<file path="src/rtl/eth_pkg.sv">
// rtl/eth_pkg.sv - Ethernet/ARP framing constants and generator state type
package eth_pkg;

  localparam logic [7:0]  ETH_PREAMBLE   = 8'h55;
  localparam logic [7:0]  ETH_SFD        = 8'hD5;
  localparam logic [15:0] ETHERTYPE_ARP  = 16'h0806;
  localparam logic [15:0] ETHERTYPE_IPV4 = 16'h0800;
  localparam logic [15:0] ARP_HTYPE_ETH  = 16'h0001;
  localparam logic [7:0]  ARP_HLEN       = 8'h06;
  localparam logic [7:0]  ARP_PLEN       = 8'h04;
  localparam logic [15:0] ARP_OP_REQ     = 16'h0001;
  localparam logic [15:0] ARP_OP_REP     = 16'h0002;

  localparam int ETH_PRE_BYTES = 8;
  localparam int ETH_MIN_BODY  = 60;
  localparam int ETH_FCS_BYTES = 4;
  localparam int ARP_HDR_BYTES = 42;

  // Normal and bit-reflected forms of the IEEE 802.3 polynomial
  localparam logic [31:0] CRC32_POLY      = 32'h04C11DB7;
  localparam logic [31:0] CRC32_POLY_REFL = 32'hEDB88320;
  localparam logic [31:0] CRC32_INIT      = 32'hFFFFFFFF;
  // Register value left after running a good frame including its FCS
  localparam logic [31:0] CRC32_RESIDUE   = 32'hDEBB20E3;

  typedef enum logic [2:0] {
    ST_IDLE,
    ST_PRE,
    ST_BODY,
    ST_FCS,
    ST_IFG,
    ST_DONE
  } arp_gen_state_t;

endpackage

</file>
<file path="src/rtl/crc32_d8.sv">
// rtl/crc32_d8.sv - byte-wide combinational reflected CRC-32 next-state
module crc32_d8 (
  input  logic [31:0] crc_in,
  input  logic [7:0]  data,
  output logic [31:0] crc_out
);
  import eth_pkg::*;

  logic [31:0] c;

  // Shift the eight data bits in LSB first through the reflected register
  always_comb begin
    c = crc_in;
    for (int i = 0; i < 8; i++) begin
      if (c[0] ^ data[i]) c = (c >> 1) ^ CRC32_POLY_REFL;
      else                c = c >> 1;
    end
    crc_out = c;
  end

endmodule

</file>
<file path="src/rtl/arp_frame_gen.sv">
// rtl/arp_frame_gen.sv - burst ARP request/reply frame generator on a GMII/RGMII-SDR style bus
module arp_frame_gen #(
  parameter int          OUT_W     = 8,
  parameter int          IFG_BYTES = 12,
  parameter logic [47:0] SRC_MAC   = 48'h00_11_22_33_44_55,
  parameter logic [31:0] SRC_IP    = 32'hC0_A8_01_0A
) (
  input  logic             sys_clk,
  input  logic             sys_rst_n,
  input  logic             start,
  input  logic             op,
  input  logic [47:0]      dst_mac,
  input  logic [31:0]      dst_ip,
  input  logic [15:0]      count,
  output logic             busy,
  output logic             done,
  output logic             tx_en,
  output logic [OUT_W-1:0] txd,
  output logic [15:0]      frame_cnt
);
  import eth_pkg::*;

  localparam logic [6:0]  IDX_SFD      = 7'(ETH_PRE_BYTES - 1);
  localparam logic [6:0]  IDX_BODY_END = 7'(ETH_PRE_BYTES + ETH_MIN_BODY - 1);
  localparam logic [6:0]  IDX_FCS_END  = 7'(ETH_PRE_BYTES + ETH_MIN_BODY + ETH_FCS_BYTES - 1);
  localparam logic [15:0] IFG_LAST     = 16'(IFG_BYTES - 1);

  // ARP body byte b (0-based after SFD); everything past the ARP payload is pad
  function automatic logic [7:0] body_byte(input logic [6:0] b, input logic is_rep,
                                           input logic [47:0] mac, input logic [31:0] ip);
    logic [ARP_HDR_BYTES*8-1:0] hdr;
    logic [ARP_HDR_BYTES*8-1:0] sh;
    hdr = {is_rep ? mac : 48'hFFFF_FFFF_FFFF, SRC_MAC, ETHERTYPE_ARP, ARP_HTYPE_ETH,
           ETHERTYPE_IPV4, ARP_HLEN, ARP_PLEN, is_rep ? ARP_OP_REP : ARP_OP_REQ,
           SRC_MAC, SRC_IP, is_rep ? mac : 48'h0, ip};
    sh  = hdr << {b, 3'b000};
    return (b < 7'(ARP_HDR_BYTES)) ? sh[ARP_HDR_BYTES*8-1 -: 8] : 8'h00;
  endfunction

  logic           rst_meta, rst_n_int;
  arp_gen_state_t state, state_nx;
  logic [6:0]     idx;
  logic [15:0]    ifg_cnt;
  logic           ph;
  logic           adv;
  logic [31:0]    crc, crc_next, fcs;
  logic [7:0]     cur_byte;
  logic           op_q;
  logic [47:0]    dst_mac_q;
  logic [31:0]    dst_ip_q;
  logic [15:0]    count_q;

  // A byte-time completes every cycle on the byte bus, every second cycle on the nibble bus
  assign adv   = (OUT_W == 8) || ph;
  assign tx_en = (state == ST_PRE) || (state == ST_BODY) || (state == ST_FCS);
  assign done  = (state == ST_DONE);
  assign busy  = (state != ST_IDLE) && (count_q != 16'd0);
  assign fcs   = ~crc;

  // Reset asserts asynchronously and releases on a clock edge
  always_ff @(posedge sys_clk or negedge sys_rst_n) begin
    if (!sys_rst_n) {rst_meta, rst_n_int} <= 2'b00;
    else            {rst_meta, rst_n_int} <= {1'b1, rst_meta};
  end

  // State register
  always_ff @(posedge sys_clk or negedge rst_n_int) begin
    if (!rst_n_int) state <= ST_IDLE;
    else            state <= state_nx;
  end

  // Next-state: preamble, body, FCS, gap, then another frame or burst end
  always_comb begin
    state_nx = state;
    unique case (state)
      ST_IDLE: if (start) state_nx = (count == 16'd0) ? ST_DONE : ST_PRE;
      ST_PRE:  if (adv && idx == IDX_SFD) state_nx = ST_BODY;
      ST_BODY: if (adv && idx == IDX_BODY_END) state_nx = ST_FCS;
      ST_FCS:  if (adv && idx == IDX_FCS_END) state_nx = ST_IFG;
      ST_IFG:  if (adv && ifg_cnt == IFG_LAST)
                 state_nx = (frame_cnt == count_q) ? ST_DONE : ST_PRE;
      ST_DONE: state_nx = ST_IDLE;
      default: state_nx = ST_IDLE;
    endcase
  end

  // Field latches, byte/nibble counters, running CRC and completed-frame count
  always_ff @(posedge sys_clk or negedge rst_n_int) begin
    if (!rst_n_int) begin
      op_q      <= 1'b0;
      dst_mac_q <= '0;
      dst_ip_q  <= '0;
      count_q   <= '0;
      frame_cnt <= '0;
      idx       <= '0;
      ifg_cnt   <= '0;
      ph        <= 1'b0;
      crc       <= CRC32_INIT;
    end else begin
      if (state == ST_IDLE && start) begin
        op_q      <= op;
        dst_mac_q <= dst_mac;
        dst_ip_q  <= dst_ip;
        count_q   <= count;
        frame_cnt <= '0;
      end
      ph <= (tx_en || state == ST_IFG) ? ~ph : 1'b0;
      if (tx_en && adv) idx <= (idx == IDX_FCS_END) ? 7'd0 : idx + 7'd1;
      if (state == ST_IFG) begin
        if (adv) ifg_cnt <= ifg_cnt + 16'd1;
      end else begin
        ifg_cnt <= '0;
      end
      if (state == ST_PRE)              crc <= CRC32_INIT;
      else if (state == ST_BODY && adv) crc <= crc_next;
      if (state == ST_FCS && adv && idx == IDX_FCS_END && frame_cnt != 16'hFFFF)
        frame_cnt <= frame_cnt + 16'd1;
    end
  end

  // Byte currently on the wire; zero outside the frame
  always_comb begin
    cur_byte = 8'h00;
    unique case (state)
      ST_PRE:  cur_byte = (idx == IDX_SFD) ? ETH_SFD : ETH_PREAMBLE;
      ST_BODY: cur_byte = body_byte(idx - 7'(ETH_PRE_BYTES), op_q, dst_mac_q, dst_ip_q);
      ST_FCS:  cur_byte = fcs[{idx[1:0], 3'b000} +: 8];
      default: cur_byte = 8'h00;
    endcase
  end

  crc32_d8 u_crc (
    .crc_in  (crc),
    .data    (cur_byte),
    .crc_out (crc_next)
  );

  generate
    if (OUT_W == 8) begin : g_byte
      assign txd = cur_byte;
    end else begin : g_nibble
      assign txd = ph ? cur_byte[7:4] : cur_byte[3:0];
    end
  endgenerate

endmodule

</file>
<file path="config.mk">
export PLATFORM = sky130hd
export DESIGN_NAME = arp_frame_gen
export DESIGN_NICKNAME = d
export VERILOG_FILES = /design/src/rtl/eth_pkg.sv /design/src/rtl/crc32_d8.sv /design/src/rtl/arp_frame_gen.sv
export SDC_FILE = /design/constraint.sdc
export NUM_CORES = 1
export LEC_CHECK = 0
export ABC_AREA = 1
export ABC_CLOCK_PERIOD_IN_PS = 4900
export CAP_MARGIN = 15
export CORE_UTILIZATION = 30
export DETAILED_ROUTE_END_ITERATION = 8
export DONT_BUFFER_PORTS = 1
export GPL_TIMING_DRIVEN = 0
export PLACE_DENSITY = 0.46
export SYNTH_ARGS = -nofsm -noshare
export SYNTH_HDL_FRONTEND = slang
export SYNTH_SLANG_ARGS = --single-unit
</file>
<file path="constraint.sdc">
create_clock -name sys_clk -period 4.9 [get_ports sys_clk]
set_input_delay 1.47 -clock sys_clk [delete_from_list [all_inputs] [get_ports sys_clk]]
set_output_delay 1.47 -clock sys_clk [all_outputs]
set_load 0.005 [all_outputs]
</file>
Word level (Yosys, flattened, before mapping)
Cells that the tools add are included.

cells by class
  $add $sub $neg = 4
  multipliers = 0
  div/mod/pow operators = 0
  order comparisons = 1
  equal/unequal tests = 16
  shifts and indexed selects = 2
  multiplexer cells = 28
  bitwise gates (word level) = 17
  reduce and logical (&&, ||, !) cells = 13

operators with widths
  kind                   number
  $shl 336x10->336       1
  $mux 32                10
  $not 13->14            8
  $mux 48                2
  $mux 16                3
  $add 16x1->16 const B  2
  $not 32->32            1
  $shiftx 32x6->8        1
  $pmux 8 s3             1
  $mux 3                 7
  $eq 16x16->1           1
  $eq 16x4->1 const B    1
  $logic_not 16->1       1
  $mux 8                 2
  $ne 16x16->1 const B   1
  $reduce_bool 16->1     1
  $pmux 3 s5             1
  $eq 7x7->1 const B     2
  $xor 1x1->1            8
  $add 7x1->7 const B    1
  $eq 7x3->1 const B     1
  $lt 7x6->1 const B     1
  $mux 7                 1
  $sub 7x4->7 const B    1
  12 further kinds       22

word-level totals
  flip-flop bits (word level) = 173
  latch bits = 0
  bits in writable memories = 0
  bits in read-only memories = 0
  bits of input ports = 100
  output and inout bits = 27
  word-level logic and storage cells = 92
  memories = 0

Depth between registers and ports, before layout
  word-level depth = 22
  depth in mapped cells = 27
  mapped depth without buffers = 24

Cells and area by module
A second synthesis with hierarchy kept.

second synthesis, totals
  cells, all modules = 1305
  area, all modules = 10874.2 um^2

modules (own cells, without submodules)
  module         instances  cells an instance  area each (um^2)  seq. area each (um^2)
  arp_frame_gen  1          1110               9640.5            4369.2
  crc32_d8       1          195                1233.7            0.0

Worst setup path after synthesis
OpenSTA, ideal clock, no wires.

  kind = flip-flop to output port
  from = register idx[3]
  to = output txd[0]
  arrival = 1.865 ns
  required time = 3.430 ns
  path slack = 1.565 ns
  cell stages (with the launch flop) = 13
  cells stage by stage = dfrtp_1 > buf_2 > inv_2 > buf_2 > ha_1 > inv_1 > nor2_1 > nor2_2 > nor2_4 > nand3_1 > nor2_2 > nand2_4 > nand2_4

on the way
  word-level cells in the longest chain between the ends = 4
  elaborated cells between the ends (all ways) = 5

RTL lines
  element                                         line                                      text
  start: declaration                              arp_frame_gen.sv:42                       logic [6:0] idx;
  start signal: assignment                        arp_frame_gen.sv:108                      if (tx_en && adv) idx <= (idx == IDX_FCS_END) ? 7'd0 : idx + 7'd1;
  $sub 7x4->7 (*)                                 arp_frame_gen.sv:126                      ST_BODY: cur_byte = body_byte(idx - 7'(ETH_PRE_BYTES), op_q, dst_mac_q, dst_ip_q);
  $shl 336x10->336 or $lt 7x6->1 (tied branches)  arp_frame_gen.sv:36, arp_frame_gen.sv:37
  $mux 8 (*)                                      arp_frame_gen.sv:37                       return (b < 7'(ARP_HDR_BYTES)) ? sh[ARP_HDR_BYTES*8-1 -: 8] : 8'h00;
  $pmux 8 s3 (*)                                  arp_frame_gen.sv:124                      unique case (state)
  end: declaration                                arp_frame_gen.sv:18                       output logic [OUT_W-1:0] txd,

Mark *: on every way between the ends. The rest lies on a longest branch, timed or not.

Worst setup path in the final report
  from = register idx[3]
  to = output txd[5]

Same word-level chain as after synthesis.

==> run_summary.xml <==
<?xml version="1.0" encoding="UTF-8"?>
<metrics>
  <group name="synth">
    <metric name="post_synth_num_cell_types" unit="">52</metric>
    <metric name="dominantRegCellSynth" unit="">dfrtp_1</metric>
    <metric name="avgSynthCellArea" unit="um^2">6.95</metric>
    <metric name="register_bit_count_reported_by_yosys" unit="">173</metric>
    <metric name="synth_edf_count" unit="">0</metric>
    <metric name="yosysWarnings" unit="">0</metric>
    <metric name="synth.yosys.seq_area_share" unit="">0.406</metric>
    <metric name="yosys.area.top_type" unit="">dfrtp_1</metric>
    <metric name="syn_inst" unit="">1549</metric>
    <metric name="syn_nets" unit="">1659</metric>
    <metric name="synth_async_sr_flop_share" unit="">1.00</metric>
    <metric name="post_synth_instance_area" unit="mm^2">0.0108</metric>
    <metric name="largest_cells_by_area_after_synthesis" unit="">dfrtp_1 33%, nand2_1 21%, dfstp_2 7.8%</metric>
    <metric name="synthDominantCellAreaShare" unit="">0.328</metric>
  </group>
  <group name="power">
    <metric name="total_power_per_unit_cell_area" unit="mW/mm^2">815</metric>
    <metric name="ir_drop" unit="V">0.000316</metric>
    <metric name="leakage" unit="nW">5.93</metric>
    <metric name="power" unit="mW">9.76</metric>
  </group>
  <group name="placement">
    <metric name="post_dp_cell_area" unit="mm^2">0.0114</metric>
    <metric name="detailedPlacementHpwl" unit="um">26900</metric>
    <metric name="post-place-cells" unit="">2012</metric>
    <metric name="placement.io_buffers" unit="">0</metric>
    <metric name="place.gp.congestion" unit="">0.906</metric>
    <metric name="pre_cts_ws" unit="ns">0.920</metric>
  </group>
  <group name="flow_run">
    <metric name="max_cap_viol_count" unit="">0</metric>
  </group>
  <group name="routing">
    <metric name="drtPass1Iterations" unit="">5</metric>
    <metric name="dr_iter_0_viols" unit="">651</metric>
    <metric name="dr_total_vias" unit="">10000</metric>
    <metric name="vias_per_cell" unit="">4.91</metric>
    <metric name="routed_wire_length_per_instance" unit="um">17.6</metric>
    <metric name="detail_route.drc_violations" unit="">0</metric>
    <metric name="detail-route-antenna-nets" unit="">0</metric>
    <metric name="routed_wirelength" unit="um">35900</metric>
  </group>
  <group name="clock_tree">
    <metric name="cts_buffers" unit="">17</metric>
    <metric name="postCtsSetupBuffers" unit="">0</metric>
    <metric name="clkSinkCount" unit="">173</metric>
    <metric name="ctsLongestPathBuffers" unit="">2</metric>
    <metric name="clkLatencyLatePin" unit="ns">0.45</metric>
    <metric name="hold_buffers" unit="">0</metric>
    <metric name="cts_root_buf" unit="">clkbuf_16</metric>
    <metric name="cts_htree_levels" unit="">4</metric>
    <metric name="tritoncts" unit="">built</metric>
    <metric name="worst_setup_hold_path_clk_slew" unit="ns">0.07</metric>
    <metric name="post_cts_resized" unit="">0</metric>
  </group>
  <group name="global_routing">
    <metric name="vias_in_the_first_global_route" unit="">9851</metric>
    <metric name="antenna_violations_before_repair" unit="">1</metric>
    <metric name="grt_start_max_net_pins" unit="">67</metric>
    <metric name="grtUsageTotal" unit="">0.204</metric>
    <metric name="grt_first_pass_wirelength" unit="um">55900</metric>
    <metric name="overflow" unit="">0</metric>
  </group>
  <group name="final_layout">
    <metric name="antennaDiodeCount" unit="">0</metric>
    <metric name="post_route_cells_drive_above_1_share" unit="">0.109</metric>
    <metric name="design_area" unit="mm^2">0.0120</metric>
    <metric name="fill_cells" unit="">3821</metric>
    <metric name="final_core_utilization" unit="">0.338</metric>
    <metric name="syn2layout_area_growth" unit="%">11.2</metric>
    <metric name="finish.net_count" unit="">1680</metric>
    <metric name="finish.cell_count_without_fillers" unit="">2044</metric>
  </group>
  <group name="critical_path">
    <metric name="setup.worst_path.start" unit="">idx[3]$_DFFE_PN0P_</metric>
    <metric name="timing.rr.start" unit="">idx[3]$_DFFE_PN0P_</metric>
    <metric name="end_kind" unit="">primary output</metric>
    <metric name="r2r_setup_slack" unit="ns">1.13</metric>
    <metric name="worst_setup_path_class" unit="">reg -&gt; out</metric>
    <metric name="regToRegEndpoint" unit="">crc[16]$_DFFE_PN1P_</metric>
    <metric name="worst-endpoint-required" unit="ns">3.43</metric>
    <metric name="data_arrival_time_at_the_worst_slack_endpoint" unit="ns">3.00</metric>
    <metric name="worstSetupStartpointType" unit="">register</metric>
    <metric name="worst-path-max-fanout" unit="">11</metric>
    <metric name="worst-r2r-cell-count" unit="">23</metric>
  </group>
  <group name="timing">
    <metric name="final_critical_path_setup_slack" unit="ns">0.426</metric>
    <metric name="worst-slew-pin-transition" unit="ns">1.16</metric>
    <metric name="fin_worst_hold_slack" unit="ns">0.353</metric>
    <metric name="clk_skew" unit="ns">0.0100</metric>
    <metric name="worst_slew_margin_rel" unit="">0.221</metric>
    <metric name="fin_crit_sh" unit="">0.913</metric>
    <metric name="report.final.setup_viol" unit="">0</metric>
    <metric name="fmax" unit="MHz">224</metric>
    <metric name="hold_viol" unit="">0</metric>
    <metric name="final.min_clock_period" unit="ns">4.47</metric>
    <metric name="setup_tns" unit="ns">0</metric>
    <metric name="final_max_slew_viol_count" unit="">0</metric>
    <metric name="grt_setup_unrepaired" unit="">false</metric>
  </group>
  <group name="die">
    <metric name="fp.dieArea" unit="mm^2">0.0367</metric>
    <metric name="core" unit="mm^2">0.0355</metric>
    <metric name="die_w" unit="um">191</metric>
    <metric name="design.portCount" unit="">127</metric>
    <metric name="fp-row-count" unit="">69</metric>
    <metric name="initial_util" unit="">0.304</metric>
    <metric name="chipHeight" unit="um">191</metric>
  </group>
  <group name="hold_path">
    <metric name="min_delay_worst_endpoint" unit="">rst_n_int$_DFF_PN0_</metric>
    <metric name="hold_path_class" unit="">reg -&gt; reg</metric>
    <metric name="hold_start" unit="">rst_meta$_DFF_PN0_</metric>
    <metric name="min_delay_path_depth" unit="">0</metric>
  </group>
  <group name="run_status">
    <metric name="outcome" unit="">complete, no violations</metric>
  </group>
</metrics>
## flip-flops by register name (all words and copies together) (netlist names)
signal     flops
idx            7
rst_n_int      1
crc           32
ifg_cnt       16
dst_mac_q     48
frame_cnt     16
op_q           1
state          3
rst_meta       1
dst_ip_q      32
count_q       16
## synthesized netlist by cell type, drive strengths merged, types with 13 or more instances
| cell | instances |
|---|---|
| a21oi | 51 |
| buf | 32 |
| clkbuf | 26 |
| dfrtp | 141 |
| dfstp | 32 |
| inv | 159 |
| nand2 | 634 |
| nand3 | 146 |
| nand4 | 13 |
| nor2 | 85 |
| nor3 | 23 |
| o21ai | 98 |
| o22ai | 27 |
| xor2 | 29 |
## kinds of logic (layout without fill, tap and decap cells)
family                   count (synthesis)  count (layout)  synth area share
AND/OR/NAND/NOR                        920             920             0.367
buffers and inverters                  218             252            0.0874
AO/OA/AOI/OAI                          190             190            0.0964
flip-flops                             173             173             0.406
XOR/XNOR                                36              36            0.0307
adder cells (fa/ha/maj)                 10              10            0.0116
other                                    1               1          0.000348
multiplexers                             1               1          0.000930
## layout by cell type (no fill, tap or decap), types with 4 or more instances in the layout
| cell type | instances |
|---|---|
| nand2_4 | 8 |
| nand2_1 | 598 |
| nand4_1 | 13 |
| dfrtp_1 | 140 |
| buf_6 | 8 |
| a21oi_1 | 48 |
| buf_4 | 12 |
| buf_2 | 9 |
| nand2_2 | 28 |
| o21ai_0 | 88 |
| clkinv_2 | 4 |
| clkbuf_16 | 17 |
| or2_2 | 8 |
| nor3_1 | 21 |
| nor4_1 | 8 |
| clkbuf_1 | 26 |
| inv_2 | 12 |
| xor2_1 | 27 |
| nor2_2 | 4 |
| o21ai_1 | 10 |
| inv_6 | 5 |
| dfstp_2 | 32 |
| nand3_1 | 142 |
| inv_1 | 145 |
| ha_1 | 10 |
| o22ai_1 | 27 |
| nor2_1 | 78 |
| xnor2_1 | 7 |
## layer usage
metal | GRT usage | share of wire
met5 | 0 | 0.00036
met4 | 0.0595 | 0.019
met1 | 0.274 | 0.46
met3 | 0.0518 | 0.072
met2 | 0.320 | 0.44
## cell type report
type	count	area, um^2	share of cell area
clock buffers	18	439	0.0367
inverters	160	607	0.0507
multi-input cells	1158	5460	0.456
plain buffers	58	334	0.0279
flip-flops and latches	173	4370	0.365
repair buffers	2	55.1	0.00460
clock inverters	14	134	0.0112
well taps	461	577	0.0482
## worst max-delay path, cell delays in order (launching register included)
cell and delay [ns]:
dfrtp_1 0.35, buf_2 0.23, inv_2 0.10, buf_2 0.21, ha_1 0.48, inv_1 0.20, nor2_1 0.22, nand2_1 0.07
a31oi_1 0.18, a21oi_1 0.06, nand2_1 0.09, nand2_1 0.18, nand2_2 0.15
## power by group
group          switching, mW  internal [mW]  total [mW]
clock network          0.634          0.724        1.36
registers              0.421           2.08        2.50
logic                   4.06           1.85        5.90
total                   5.11           4.65        9.76
## worst max path at each step
stage / end / slack (ns) / cells past startpoint
2_1_floorplan: txd[0] / 1.57 / 12
3_3_place_gp: dst_mac_q[20]$_DFFE_PN0P_ / 0.60 / 0
3_5_place_dp: txd[5] / 0.92 / 12
4_1_cts: txd[5] / 0.42 / 12
5_1_grt: txd[5] / 0.18 / 12
6_report: txd[5] / 0.43 / 12
(Power assumes the default switching activity.)
==> variant 1, RTL diff (same flow settings) <==
Compare `idx` against `IDX_SFD` with >= in place of ==.
--- a/src/rtl/arp_frame_gen.sv
+++ b/src/rtl/arp_frame_gen.sv
@@ -76,3 +76,3 @@
       ST_IDLE: if (start) state_nx = (count == 16'd0) ? ST_DONE : ST_PRE;
-      ST_PRE:  if (adv && idx == IDX_SFD) state_nx = ST_BODY;
+      ST_PRE:  if (adv && idx >= IDX_SFD) state_nx = ST_BODY;
       ST_BODY: if (adv && idx == IDX_BODY_END) state_nx = ST_FCS;
Check against the original RTL: no difference found for any inputs over 10 cycles, from zero or initial values and one cycle with sys_rst_n low; that may be too few to reach the edited logic, so the function may still have changed.
==> variant 1 against the unedited design <==
  * Sequential cell count unchanged
  * Design area about the same
  * Highest routed layer is now met4
  * Die area increased by 0.15%
  * Hold slack improved by 0.0039 ns
  * Total power decreased by 4.0%
  * Combinational power decreased by 5.8%
  * Sequential share of layout area about the same
  * Largest power group unchanged
  * Wire length increased by 0.15%
  * Area after synthesis increased by 0.15%
  * Core utilization about the same
  * Critical path depth unchanged
  * Clock power about the same
  * Setup slack improved by 0.046 ns
==> variant 1: results (changes against the unedited design) <==
Synthesis
  • Synth top area cells: dfrtp_1 33%, nand2_1 21%, dfstp_2 7.8% (unchanged)
  • Post-synthesis compound-gate area fraction: 0.0968 (was 0.0964)
  • Yosys cell types: 55 (was 52)
  • Sequential fraction of the synthesis area: 0.405 (was 0.406)
  • Mux contribution to synthesized area: 0.00186 (was 0.000929)
  • Adder-Cell Fraction of Synth Area: 0.0128 (was 0.0116)
  • Top post-synthesis cells by count: 610 x nand2_1, 147 x inv_1, 141 x dfrtp_1 (was 598 x nand2_1, 145 x inv_1, 142 x nand3_1)
  • Post-Synth XOR/XNOR Area: 0.0275 (was 0.0307)

Timing
  • Layout Skew: 0.0141 ns (was 0.0100 ns)
  • Slew margin rel.: 0.378 (was 0.221)

Placement
  • Cell Area, Placed: 11400 um^2 (about the same)
  • Detailed placement HPWL: 26900 um (about the same)

Power
  • Leak Pwr: 5.86 nW (was 5.93 nW)

Cells and area
  • # fillers: 3820 (was 3821)
  • Fraction of layout cells with a size suffix above 1: 0.106 (was 0.109)

Detailed routing
  • Via count: 9871 (was 10035)
  • Met2 WL: 17000 um (was 16000 um)
  • Highest routing layer actually used: met4 (was met5)
  • Met3 wire len: 1350 um (was 2590 um)
  • Wirelength per Cell: 17.6 um (about the same)
  • Met1 wire length: 16900 um (was 16700 um)

Critical path
  • Worst r2r src: idx[0] (was idx[3])
  • Critical Path Fanout Max: 12 (was 11)
  • Worst Reg-to-Reg Cells: 22 (was 23)
  • Crit path max-delay cell type: dfrtp_1 (was ha_1)
  • Worst path max stage delay: 0.39 ns (was 0.48 ns)

Status
  • Status: finished clean (unchanged)

Global route
  • Initial antenna violation count: 0 (was 1)
  • GR Util All Layers: 0.203 (was 0.204)

Min path
  • Hold/Removal Path Class: flop to async pin (was flop to flop)
-- variant 1: changes by cell type in the layout (fill, tap and decap cells not counted), moves of 4 or more --
cell / delta
nand2_2: +7
nor4_1: +8
a21oi_1: +11
xor2_1: -4
nand3b_1: +4
nor2_1: -9
buf_2: +5
buf_4: -5
inv_2: -4
nand3_1: -18
nand2_1: +12
o22ai_1: -14
-- variant 1: final cells by class --
class	instances	area, um^2	area share
Clock inverter	14	135	0.0113
Tap cell	461	577	0.0481
Multi-Input combinational cell	1157	5470	0.456
Inverter	160	606	0.0505
Buffer	59	344	0.0287
Sequential cell	173	4370	0.365
Timing Repair Buffer	2	55.1	0.00459
Clock buffer	18	429	0.0358
-- variant 1: final timing paths --
| kind | end | slack, ns |
|---|---|---|
| min in group sys_clk | rst_n_int | 0.36 |
| min | dst_mac_q[7] | 0.36 |
| max reg2reg | crc[16] | 1.34 |
| max in group asynchronous | crc[20] | 3.72 |
| max | txd[5] | 0.47 |
| min reg2reg | dst_mac_q[7] | 0.36 |
-- variant 1: through the flow --
stage / instances / setup slack (ns)
floorplan: 1549 / 1.52
global placement: 2010 / 0.643
detailed placement: 2012 / 0.979
CTS: 2044 / 0.484
global route: 2044 / 0.307
finish: 2044 / 0.472
-- variant 1: power groups by stage --
stage               clock, mW  combinational, mW  sequential, mW
CTS                      1.40               5.55            2.45
floorplan                   0               4.04            2.37
global route             1.45               6.26            2.53
detailed placement          0               5.52            2.47
finish                   1.36               5.56            2.45
global placement            0               5.46            2.49
-- variant 1: metal layers --
layer,GRT usage,up-vias
li1,-,4986
met1,0.273,4639
met2,0.333,211
met3,0.0344,35
met4,0.0565,0
met5,0,-
-- variant 1: cell families after synthesis --
kind of cell	count (synthesis)
flops	173
simple gates	918
compound gates	192
buf+inv	219
other cells	1
mux	2
fa+ha+maj	11
xor+xnor	33
==> variant 2, RTL diff (config.mk and constraints unchanged) <==
Without the edit above. Set the parameter `SRC_MAC` to 48'h00089119A22A (it was 48'h00_11_22_33_44_55).
--- a/src/rtl/arp_frame_gen.sv
+++ b/src/rtl/arp_frame_gen.sv
@@ -4,3 +4,3 @@
   parameter int          IFG_BYTES = 12,
-  parameter logic [47:0] SRC_MAC   = 48'h00_11_22_33_44_55,
+  parameter logic [47:0] SRC_MAC   = 48'h00089119A22A,
   parameter logic [31:0] SRC_IP    = 32'hC0_A8_01_0A
Behaviour: same outputs for any inputs over 10 cycles, from zero or initial values and one cycle with sys_rst_n low; that may be too few to reach the edited logic, so the function may still have changed.
==> variant 2 against the unedited design <==
  * Combinational power down 8.6%
  * Clock skew up 0.0017 ns
  * Design area down 1.3%
  * Wire length down 2.1%
  * Total power down 5.2%
  * Setup slack better by 0.050 ns
  * Hold slack worse by 0.11 ns
  * Area after synthesis down 2.1%
  * Sequential cell count unchanged
  * Critical path type unchanged
  * Critical endpoint is now txd[3]
==> variant 2: results (changes against the unedited design) <==
Synthesis
  • Synth top area cells: dfrtp_1 33%, nand2_1 21%, dfstp_2 8.0% (was dfrtp_1 33%, nand2_1 21%, dfstp_2 7.8%)
  • Synth warn: 0 (unchanged)
  • Ys flop type: dfrtp_1 (unchanged)
  • Ys async rst share: 1.00 (unchanged)
  • Yosys cell types: 47 (was 52)
  • Mapped Nets: 1626 (was 1659)
  • Top post-synthesis cells by count: 587 x nand2_1, 170 x inv_1, 141 x dfrtp_1 (was 598 x nand2_1, 145 x inv_1, 142 x nand3_1)
  • Sequential fraction of the synthesis area: 0.414 (was 0.406)

Timing
  • Measured slew at the worst slew-check pin: 1.13 ns (was 1.16 ns)
  • Layout Skew: 0.0118 ns (was 0.0100 ns)

Global route
  • Congestion Overflow GR: 0 (unchanged)
  • Largest net degree at the start of global routing: 55 (was 67)
  • Global-route wire length before repair: 55000 um (was 55900 um)
  • Vias in the first global route: 9556 (was 9851)
  • Initial antenna violation count: 1 (unchanged)
  • GR Util All Layers: 0.202 (was 0.204)

CTS
  • Setup bufs post-CTS: 0 (unchanged)
  • CTS clk-pin slew, worst paths: 0.07 ns (about the same)
  • Longest Clk Path Bufs: 2 (unchanged)
  • H-tree levels: 4 (unchanged)
  • Count of cells resized by post-cts repair: 0 (unchanged)
  • Root buffer cell: clkbuf_16 (unchanged)
  • Worst-Skew Late Latency: 0.45 ns (about the same)
  • CTS Buf Count: 17 (unchanged)

Detailed routing
  • Vias per std cell: 4.84 (was 4.91)
  • WL final: 35200 um (was 35900 um)
  • Iter 0 DRT Violations: 642 (was 651)
  • DRT Pass-1 Iters: 6 (was 5)

Critical path
  • Worst Reg-to-Reg Cells: 27 (was 23)
  • Crit path DAT: 2.95 ns (was 3.00 ns)
  • Critical Path Fanout Max: 11 (unchanged)

Status
  • Status: finished clean (unchanged)

Cells and area
  • Fraction of layout cells with a size suffix above 1: 0.0844 (was 0.109)
  • Regs by FF count: dst_mac_q: 48 flops, crc: 32 flops, dst_ip_q: 32 flops (unchanged)
  • # fillers: 3836 (was 3821)

Power
  • Leak Pwr: 5.78 nW (was 5.93 nW)
  • Peak VDD IR: 0.000324 V (was 0.000316 V)

Min path
  • Hold/Removal Path Class: flop to async pin (was flop to flop)

Placement
  • Final Wtd Congestion: 0.926 (was 0.906)
  • Cell Area, Placed: 11200 um^2 (was 11400 um^2)
  • Detailed placement HPWL: 26200 um (was 26900 um)
variant 2: cell count changes after synthesis, sizes merged, moves of 3 or more:
cell | unedited run | this run
nand2 | 634 | 611
nand3 | 146 | 123
inv | 159 | 177
a21oi | 51 | 35
xor2 | 29 | 42
o211ai | 1 | 12
or2 | 10 | 2
nor4 | 8 | 15
nand4 | 13 | 8
nor3 | 23 | 19
o22ai | 27 | 23
a31oi | 1 | 4
variant 2: final cells by class:
cell class                      instances  area share
Multi-Input combinational cell       1108       0.437
Sequential cell                       173       0.370
Inverter                              177      0.0564
Tap cell                              455      0.0482
Clock buffer                           23      0.0387
Buffer                                 59      0.0286
Clock inverter                          9      0.0135
Timing Repair Buffer                    3     0.00699
Antenna cell                            1    0.000212
variant 2: per-layer routing:
layer	global-route usage	vias to the layer above	routed length, um
li1	-	4840	-
met5	0	-	0
met3	0.0519	35	2500
met1	0.279	4598	16600
met4	0.0642	0	726
met2	0.308	253	15400
variant 2: critical path, cell delays in order, from the launching register on:
cell and delay [ns]:
dfrtp_1 0.43, inv_2 0.25, buf_2 0.34, buf_2 0.34, ha_1 0.27, inv_1 0.07
nand2_1 0.07, and2_1 0.12, nand3_1 0.09, nand2_1 0.08, nand3_1 0.22, nand2_1 0.22
variant 2: where the power goes:
part           internal [mW]  switching (mW)  total [mW]  leakage [nW]
registers               2.05           0.325        2.37          2.12
clock network          0.871           0.617        1.49         0.288
logic                   1.65            3.75        5.39          3.37
total                   4.57            4.69        9.26          5.78
variant 2: cells by family after synthesis:
group	count (synthesis)	share of synthesized area
simple gates	863	0.339
buf+inv	236	0.0953
compound gates	186	0.0986
flops	173	0.414
xor+xnor	49	0.0414
fa+ha+maj	9	0.0107
other cells	1	0.000356
variant 2: worst paths after layout:
check,endpoint,slack [ns],from
max,txd[3],0.48,idx[1]
min,ifg_cnt[8],0.24,rst_n_int
max reg2reg,crc[26],1.09,idx[1]
min reg2reg,ifg_cnt[8],0.24,rst_n_int
max in group asynchronous,crc[16],3.71,rst_n_int
min in group sys_clk,rst_n_int,0.36,rst_meta
variant 2: per-stage QoR:
| stage | util | setup WS [ns] | total power [mW] | hold WS, ns | instances |
|---|---|---|---|---|---|
| 2_1_floorplan | - | 1.67 | 6.17 | 0.331 | 1517 |
| 3_3_place_gp | 0.322 | 0.606 | 7.69 | 0.338 | 1972 |
| 3_5_place_dp | 0.324 | 0.924 | 7.75 | 0.251 | 1975 |
| 4_1_cts | 0.342 | 0.437 | 9.27 | 0.257 | 2007 |
| 5_1_grt | 0.342 | 0.235 | 10.1 | 0.268 | 2007 |
| 6_report | 0.342 | 0.476 | 9.26 | 0.238 | 2008 |
